--- src/rtl/mii_rx_framer_if.sv ---
// Received-byte stream leaving the MII framer.
// Handshake: valid-only. m_valid is a one-cycle strobe qualifying m_data;
// there is no ready because MII cannot stall. m_last qualifies the final
// byte of a frame and is only meaningful with m_valid. m_err and the stat_*
// bits are only meaningful with m_last and are 0 on every other cycle.
interface mii_rx_framer_if;
  logic [7:0] m_data;
  logic       m_valid;
  logic       m_last;
  logic       m_err;
  logic       stat_crc_err;
  logic       stat_short;
  logic       stat_long;
  logic       stat_align;
  logic       stat_rxerr;

  modport master (
    output m_data, m_valid, m_last, m_err,
    output stat_crc_err, stat_short, stat_long, stat_align, stat_rxerr
  );

  modport slave (
    input m_data, m_valid, m_last, m_err,
    input stat_crc_err, stat_short, stat_long, stat_align, stat_rxerr
  );
endinterface

--- src/rtl/mii_rx_framer.sv ---
// MII receive framer: registers the nibble stream, strips preamble/SFD,
// packs nibbles into bytes (low nibble first), holds one byte so the final
// byte can carry frame status, checks FCS residue and length, and counts
// good/bad frames with saturating counters.
module mii_rx_framer #(
  parameter int MIN_FRAME = 64,
  parameter int MAX_FRAME = 1518,
  parameter int CNT_W     = 16
) (
  input  logic             eth_rx_clk,
  input  logic             eth_rx_rst,
  input  logic             eth_rx_dv,
  input  logic [3:0]       eth_rxd,
  input  logic             eth_rxerr,
  mii_rx_framer_if.master  m_if,
  output logic [CNT_W-1:0] frame_ok_count,
  output logic [CNT_W-1:0] frame_bad_count,
  output logic [1:0]       dbg_state
);

  localparam int          CW       = $clog2(MAX_FRAME + 2);
  localparam logic [CW-1:0] MAX_CNT = CW'(MAX_FRAME);
  localparam logic [CW-1:0] MIN_CNT = CW'(MIN_FRAME);
  localparam logic [31:0] CRC_POLY = 32'hEDB88320;
  localparam logic [31:0] CRC_RES  = 32'hDEBB20E3;
  localparam logic [CNT_W-1:0] CNT_MAX = {CNT_W{1'b1}};

  typedef enum logic [1:0] {
    S_DROP = 2'd0,
    S_IDLE = 2'd1,
    S_PRE  = 2'd2,
    S_DATA = 2'd3
  } state_t;

  // One byte of reflected CRC-32, bit-serial unrolled over eight steps.
  function automatic logic [31:0] crc_byte(input logic [31:0] c, input logic [7:0] b);
    logic [31:0] r;
    r = c ^ {24'h0, b};
    for (int i = 0; i < 8; i++) begin
      r = r[0] ? ((r >> 1) ^ CRC_POLY) : (r >> 1);
    end
    return r;
  endfunction

  logic       dv_q;
  logic [3:0] rxd_q;
  logic       er_q;

  state_t          state_q, state_d;
  logic            phase_q, phase_d;
  logic [3:0]      low_q, low_d;
  logic [7:0]      held_q, held_d;
  logic [31:0]     crc_q, crc_d;
  logic [CW-1:0]   cnt_q, cnt_d;
  logic            rxerr_q, rxerr_d;

  logic [7:0]      data_q, data_d;
  logic            valid_q, valid_d;
  logic            last_q, last_d;
  logic            crc_err_q, crc_err_d;
  logic            short_q, short_d;
  logic            long_q, long_d;
  logic            align_q, align_d;
  logic            serr_q, serr_d;
  logic [CNT_W-1:0] ok_cnt_q, ok_cnt_d;
  logic [CNT_W-1:0] bad_cnt_q, bad_cnt_d;

  logic [7:0]      byte_w;
  logic            err_d;

  // Input pipeline stage. Left out of reset on purpose: a reset taken
  // mid-frame still sees dv high afterwards and parks in DROP.
  always_ff @(posedge eth_rx_clk) begin
    dv_q  <= eth_rx_dv;
    rxd_q <= eth_rxd;
    er_q  <= eth_rxerr;
  end

  // State, assembly and output registers.
  always_ff @(posedge eth_rx_clk) begin
    if (eth_rx_rst) begin
      state_q   <= S_DROP;
      phase_q   <= 1'b0;
      low_q     <= 4'h0;
      held_q    <= 8'h00;
      crc_q     <= 32'hFFFF_FFFF;
      cnt_q     <= '0;
      rxerr_q   <= 1'b0;
      data_q    <= 8'h00;
      valid_q   <= 1'b0;
      last_q    <= 1'b0;
      crc_err_q <= 1'b0;
      short_q   <= 1'b0;
      long_q    <= 1'b0;
      align_q   <= 1'b0;
      serr_q    <= 1'b0;
      ok_cnt_q  <= '0;
      bad_cnt_q <= '0;
    end else begin
      state_q   <= state_d;
      phase_q   <= phase_d;
      low_q     <= low_d;
      held_q    <= held_d;
      crc_q     <= crc_d;
      cnt_q     <= cnt_d;
      rxerr_q   <= rxerr_d;
      data_q    <= data_d;
      valid_q   <= valid_d;
      last_q    <= last_d;
      crc_err_q <= crc_err_d;
      short_q   <= short_d;
      long_q    <= long_d;
      align_q   <= align_d;
      serr_q    <= serr_d;
      ok_cnt_q  <= ok_cnt_d;
      bad_cnt_q <= bad_cnt_d;
    end
  end

  // Next-state, byte assembly, status and counter logic.
  always_comb begin
    state_d   = state_q;
    phase_d   = phase_q;
    low_d     = low_q;
    held_d    = held_q;
    crc_d     = crc_q;
    cnt_d     = cnt_q;
    rxerr_d   = rxerr_q;
    data_d    = data_q;
    valid_d   = 1'b0;
    last_d    = 1'b0;
    crc_err_d = 1'b0;
    short_d   = 1'b0;
    long_d    = 1'b0;
    align_d   = 1'b0;
    serr_d    = 1'b0;
    ok_cnt_d  = ok_cnt_q;
    bad_cnt_d = bad_cnt_q;
    byte_w    = {rxd_q, low_q};

    case (state_q)
      S_DROP: begin
        if (!dv_q) state_d = S_IDLE;
      end
      S_IDLE: begin
        if (dv_q) state_d = (rxd_q == 4'h5) ? S_PRE : S_DROP;
      end
      S_PRE: begin
        if (!dv_q) begin
          state_d = S_IDLE;
        end else if (rxd_q == 4'hD) begin
          state_d = S_DATA;
          phase_d = 1'b0;
          crc_d   = 32'hFFFF_FFFF;
          cnt_d   = '0;
          rxerr_d = er_q;
        end else if (rxd_q != 4'h5) begin
          state_d = S_DROP;
        end
      end
      S_DATA: begin
        if (!dv_q) begin
          // Frame end: flush the held byte with its status, if any byte exists.
          state_d = S_IDLE;
          if (cnt_q != '0) begin
            valid_d   = 1'b1;
            last_d    = 1'b1;
            data_d    = held_q;
            crc_err_d = (crc_q != CRC_RES);
            short_d   = (cnt_q < MIN_CNT);
            align_d   = phase_q;
            serr_d    = rxerr_q;
          end
        end else begin
          rxerr_d = rxerr_q | er_q;
          if (!phase_q) begin
            low_d   = rxd_q;
            phase_d = 1'b1;
          end else begin
            phase_d = 1'b0;
            if (cnt_q == MAX_CNT) begin
              // Byte MAX_FRAME+1 arrived: close the frame as truncated.
              valid_d = 1'b1;
              last_d  = 1'b1;
              data_d  = held_q;
              long_d  = 1'b1;
              serr_d  = rxerr_q | er_q;
              state_d = S_DROP;
            end else begin
              crc_d  = crc_byte(crc_q, byte_w);
              cnt_d  = cnt_q + CW'(1);
              held_d = byte_w;
              if (cnt_q != '0) begin
                valid_d = 1'b1;
                data_d  = held_q;
              end
            end
          end
        end
      end
      default: state_d = S_DROP;
    endcase

    err_d = crc_err_d | short_d | long_d | align_d | serr_d;
    if (last_d) begin
      if (err_d) begin
        if (bad_cnt_q != CNT_MAX) bad_cnt_d = bad_cnt_q + CNT_W'(1);
      end else begin
        if (ok_cnt_q != CNT_MAX) ok_cnt_d = ok_cnt_q + CNT_W'(1);
      end
    end
  end

  assign m_if.m_data       = data_q;
  assign m_if.m_valid      = valid_q;
  assign m_if.m_last       = last_q;
  assign m_if.stat_crc_err = crc_err_q;
  assign m_if.stat_short   = short_q;
  assign m_if.stat_long    = long_q;
  assign m_if.stat_align   = align_q;
  assign m_if.stat_rxerr   = serr_q;
  assign m_if.m_err        = crc_err_q | short_q | long_q | align_q | serr_q;
  assign frame_ok_count    = ok_cnt_q;
  assign frame_bad_count   = bad_cnt_q;
  assign dbg_state         = state_q;

endmodule

--- src/flat_wrapper.sv ---
// flat-port wrapper written by rule: the top's interface ports become plain ports
module mii_rx_framer_flat 
#(
  parameter int MIN_FRAME = 64,
  parameter int MAX_FRAME = 1518,
  parameter int CNT_W     = 16
)
  (eth_rx_clk, eth_rx_rst, eth_rx_dv, eth_rxd, eth_rxerr, frame_ok_count, frame_bad_count, dbg_state, m_if_m_data, m_if_m_valid, m_if_m_last, m_if_m_err, m_if_stat_crc_err, m_if_stat_short, m_if_stat_long, m_if_stat_align, m_if_stat_rxerr);
  mii_rx_framer_if m_if_i ();
  input  logic eth_rx_clk;
  input  logic eth_rx_rst;
  input  logic eth_rx_dv;
  input  logic [3:0] eth_rxd;
  input  logic eth_rxerr;
  output logic [CNT_W-1:0] frame_ok_count;
  output logic [CNT_W-1:0] frame_bad_count;
  output logic [1:0] dbg_state;
  output wire logic [$bits(m_if_i.m_data)-1:0] m_if_m_data;
  output wire logic [$bits(m_if_i.m_valid)-1:0] m_if_m_valid;
  output wire logic [$bits(m_if_i.m_last)-1:0] m_if_m_last;
  output wire logic [$bits(m_if_i.m_err)-1:0] m_if_m_err;
  output wire logic [$bits(m_if_i.stat_crc_err)-1:0] m_if_stat_crc_err;
  output wire logic [$bits(m_if_i.stat_short)-1:0] m_if_stat_short;
  output wire logic [$bits(m_if_i.stat_long)-1:0] m_if_stat_long;
  output wire logic [$bits(m_if_i.stat_align)-1:0] m_if_stat_align;
  output wire logic [$bits(m_if_i.stat_rxerr)-1:0] m_if_stat_rxerr;
  assign m_if_m_data = m_if_i.m_data;
  assign m_if_m_valid = m_if_i.m_valid;
  assign m_if_m_last = m_if_i.m_last;
  assign m_if_m_err = m_if_i.m_err;
  assign m_if_stat_crc_err = m_if_i.stat_crc_err;
  assign m_if_stat_short = m_if_i.stat_short;
  assign m_if_stat_long = m_if_i.stat_long;
  assign m_if_stat_align = m_if_i.stat_align;
  assign m_if_stat_rxerr = m_if_i.stat_rxerr;
  mii_rx_framer #(.MIN_FRAME(MIN_FRAME), .MAX_FRAME(MAX_FRAME), .CNT_W(CNT_W)) u_core (.eth_rx_clk(eth_rx_clk), .eth_rx_rst(eth_rx_rst), .eth_rx_dv(eth_rx_dv), .eth_rxd(eth_rxd), .eth_rxerr(eth_rxerr), .m_if(m_if_i), .frame_ok_count(frame_ok_count), .frame_bad_count(frame_bad_count), .dbg_state(dbg_state));
endmodule
--- config.mk ---
export PLATFORM = sky130hd
export DESIGN_NAME = mii_rx_framer_flat
export DESIGN_NICKNAME = d
export VERILOG_FILES = /design/src/rtl/mii_rx_framer_if.sv /design/src/rtl/mii_rx_framer.sv /design/src/flat_wrapper.sv
export SDC_FILE = /design/constraint.sdc
export NUM_CORES = 1
export LEC_CHECK = 0
export CORE_MARGIN = 1.5
export CORE_UTILIZATION = 61
export DETAILED_ROUTE_END_ITERATION = 7
export GPL_TIMING_DRIVEN = 0
export PLACE_DENSITY_LB_ADDON = 0.2
export SYNTH_ARGS = -nofsm -noshare
export SYNTH_HDL_FRONTEND = slang
export SYNTH_SLANG_ARGS = --single-unit
--- constraint.sdc ---
create_clock -name eth_rx_clk -period 5.9 [get_ports eth_rx_clk]
set_clock_uncertainty 0.15 [all_clocks]
set_input_delay 0.885 -clock eth_rx_clk [delete_from_list [all_inputs] [get_ports eth_rx_clk]]
set_output_delay 0.885 -clock eth_rx_clk [all_outputs]
set_load 0.02 [all_outputs]
==> results.yml <==
outcome:
  outcome: "finished clean"
final_layout:
  drive_above_1_share_pct: 5.91
  num_antenna_cells: 0
  area_growth_syn_to_layout_pct: 16.3
  finalNetCount: 702
  finish.utilization_pct: 73.4
global_route:
  antenna_found_initial: 0
  grt_first_pass_wirelength_um: 22500
  grt_overflow: 0
  global_route_usage_over_all_layers_pct: 28.6
  grt_start_max_net_pins: 22
  first_global_vias: 4576
pwr:
  max-vdd-ir-drop_uv: 119
  power.density_nw_per_um2: 204
  p_total_uw: 1300
  power_leakage_uw: 0.00220
floorplan:
  io_count: 58
  dieWidth_um: 98.0
  start_util_pct: 63.1
  dieHeight_um: 98.0
  floorplan.core_area_um2: 8720
  dieArea_um2: 9600
  core.rowCount: 34
sta:
  timing_hold_violations_final: 0
  worst_slew_pin_slew_ps: 1100
  post-route-period-util_pct: 49.3
  rel_slew_slack_pct: 24.9
  timing.fmax_mhz: 344
  timing.final.max_slew_violations: 0
  grt_setup_unrepaired: "false"
  summed_negative_setup_slack_over_all_endpoints_ps: 0
  finalSetupViolations: 0
  finalWorstPathRequiredPeriod_ps: 2910
worst_setup_path:
  setup.worst_path.end_class: "flop"
  critical_path.max_fanout: 10
  arrival_ps: 3040
  critical_path_class: "reg -> reg"
  critPathLaunchType: "flop"
  worstPathRequired_ps: 6030
placement:
  port_buffers: 56
  detailedPlacementHpwl_um: 9980
  gp_congestion: 0.978
synth:
  yosysSeqAreaShare_pct: 40.8
  synth-seq-cells: 112
  synth.lib_cells_used.distinct: 60
  ys_warn_count: 0
  ys_dominant_reg_cell: "sky130_fd_sc_hd__dfxtp_1"
  synth_top_area_cell: "sky130_fd_sc_hd__dfxtp_1"
  avgSynthCellArea_um2: 8.84
  synth.cell_area_um2: 5500
  mappedNetlistNets: 635
  syn-instance-count: 622
  async_set_reset_flop_share_out_of_synthesis_pct: 0
  synth_area_leaders: "sky130_fd_sc_hd__dfxtp_1 41%, sky130_fd_sc_hd__xnor2_1 8.3%, sky130_fd_sc_hd__a21oi_1 4.0%, sky130_fd_sc_hd__nand2_1 3.7%, sky130_fd_sc_hd__nor2_1 3.5%"
  synth_largest_type_area_fraction_pct: 40.8
  synth_enable_flop_cells: 0
clock_tree:
  clock_tree.buffer_depth: 2
  cts-resized-gates: 0
  cts_inserted_buffers: 9
  cts_hold_repair.buffers: 0
  path_clk_slew_ps: 110
  tritoncts: "built"
  worstSkewPairLatency_ps: 390
  clock_tree.root_cell: "sky130_fd_sc_hd__clkbuf_8"
  post-cts-setup-buffer-count: 0
  cts.htree.levels: 3
  tritoncts_num_sinks: 112
route:
  initialDrtViolationCount: 374
  total_via_count_in_the_routed_design: 4887
  antenna_left: 0
  wire_per_inst_um: 17.1
  firstDrtPassIters: 5
  average_vias_per_placed_instance: 6.09
  drc_errors: 0
  routed_wirelength_um: 13700
flow_run:
  max-cap-violations: 0
hold_path:
  hold_class: "reg -> reg"
## Yosys cell counts (all sizes together) (3+ instances only)
cell type,n
xor2,20
nor2,53
clkbuf,25
and2,4
or2,3
dfxtp,112
o22ai,11
nand3,22
inv,9
a21oi,44
or4,22
and3,10
ha,5
and4,5
mux2,6
nor2b,7
nand2,54
a211o,3
or3,4
mux2i,13
nor4,5
nand2b,3
o211ai,4
nor3,23
nand4b,3
xnor2,57
o21ai,23
buf,13
nand4,12
o31ai,21
## metrics by stage
step | setup WS [ps] | hold slack, ps | instances | instance area [um2]
6_report | 2990 | 313 | 802 | 6400
5_1_grt | 2780 | 333 | 802 | 6400
4_1_cts | 3070 | 314 | 802 | 6400
3_5_place_dp | 3080 | 298 | 786 | 6200
3_3_place_gp | 3110 | 295 | 786 | 6200
2_1_floorplan | 3470 | 286 | 622 | 5500
## state kept, by name, indices dropped and copies added (netlist names)
name                      flops
u_core.cnt_q                 11
u_core.crc_q                 32
u_core.dbg_state              2
u_core.dv_q                   1
u_core.er_q                   1
u_core.frame_bad_count       16
u_core.frame_ok_count        16
u_core.held_q                 8
u_core.low_q                  4
u_core.m_if.m_data            8
u_core.m_if.m_last            1
u_core.m_if.m_valid           1
u_core.m_if.stat_align        1
u_core.m_if.stat_crc_err      1
u_core.m_if.stat_long         1
u_core.m_if.stat_rxerr        1
u_core.m_if.stat_short        1
u_core.phase_q                1
u_core.rxd_q                  4
u_core.rxerr_q                1
## critical path, stage by stage, from the launching register on
cell	delay, ps
sky130_fd_sc_hd__dfxtp_1	350
sky130_fd_sc_hd__inv_1	110
sky130_fd_sc_hd__ha_1	160
sky130_fd_sc_hd__nand4bb_1	160
sky130_fd_sc_hd__nor3_2	420
sky130_fd_sc_hd__and4_1	380
sky130_fd_sc_hd__o21ai_1	150
sky130_fd_sc_hd__clkbuf_1	260
sky130_fd_sc_hd__nor4_1	310
sky130_fd_sc_hd__mux2_1	360
## cell usage in the layout, fill, tap and decap left out, types with 7 or more instances in the layout
| master | n |
|---|---|
| sky130_fd_sc_hd__dfxtp_1 | 112 |
| sky130_fd_sc_hd__clkdlybuf4s50_1 | 56 |
| sky130_fd_sc_hd__nand2_1 | 54 |
| sky130_fd_sc_hd__nor2_1 | 52 |
| sky130_fd_sc_hd__xnor2_1 | 52 |
| sky130_fd_sc_hd__a21oi_1 | 44 |
| sky130_fd_sc_hd__clkbuf_1 | 25 |
| sky130_fd_sc_hd__nor3_1 | 22 |
| sky130_fd_sc_hd__nand3_1 | 22 |
| sky130_fd_sc_hd__o31ai_1 | 21 |
| sky130_fd_sc_hd__xor2_1 | 20 |
| sky130_fd_sc_hd__or4_1 | 20 |
| sky130_fd_sc_hd__o21ai_0 | 15 |
| sky130_fd_sc_hd__mux2i_1 | 13 |
| sky130_fd_sc_hd__nand4_1 | 12 |
| sky130_fd_sc_hd__o22ai_1 | 11 |
| sky130_fd_sc_hd__and3_1 | 10 |
| sky130_fd_sc_hd__inv_1 | 9 |
| sky130_fd_sc_hd__clkbuf_8 | 9 |
| sky130_fd_sc_hd__buf_2 | 7 |
| sky130_fd_sc_hd__nor2b_1 | 7 |
## final cells by class
| type | count | area (um2) |
|---|---|---|
| well taps | 108 | 135 |
| clock buffers | 9 | 124 |
| repair buffers | 56 | 561 |
| flip-flops and latches | 112 | 2240 |
| multi-input cells | 463 | 3070 |
| fillers | 668 | 2320 |
| plain buffers | 38 | 159 |
| clock inverters | 7 | 76.3 |
| inverters | 9 | 33.8 |
## logic make-up after synthesis
kind of cell               Yosys count  synth area share (%)
and+or+nand+nor                    238                  23.2
AOI/OAI and AO/OA                  122                  14.1
DFF                                112                  40.8
xor gates and xnor gates            79                  13.8
buffers and inverters               47                  3.50
muxes                               19                  3.59
adders and majority gates            5                  1.14
## layer usage
layer	routed length (um)	up-vias	GRT usage, %	share of wire (%)
met5	0	-	0	0
met4	414	0	10.5	3.0
met3	828	40	4.08	6.0
met2	6550	199	47.8	48
met1	5910	2283	37.6	43
li1	-	2365	-	-
## worst paths after layout
check / startpoint / end / slack (ps) / depth (start not counted)
worst max-delay path: u_core.cnt_q[0] / u_core.frame_bad_count[6] / 2990 / 9
worst min-delay path: u_core.held_q[4] / u_core.held_q[4] / 310 / 2
worst max register to register: u_core.cnt_q[0] / u_core.frame_bad_count[6] / 2990 / 9
worst min register to register: u_core.held_q[4] / u_core.held_q[4] / 310 / 2
## where the power goes
group | switching, uW | internal (uW) | total [uW] | leakage (uW)
Clock | 293 | 169 | 461 | 0.000102
Sequential | 3.94 | 759 | 763 | 0.000906
Combinational | 47.3 | 31.8 | 79.1 | 0.00120
Total | 344 | 959 | 1300 | 0.00220
Power figures use the tool's default switching activity.
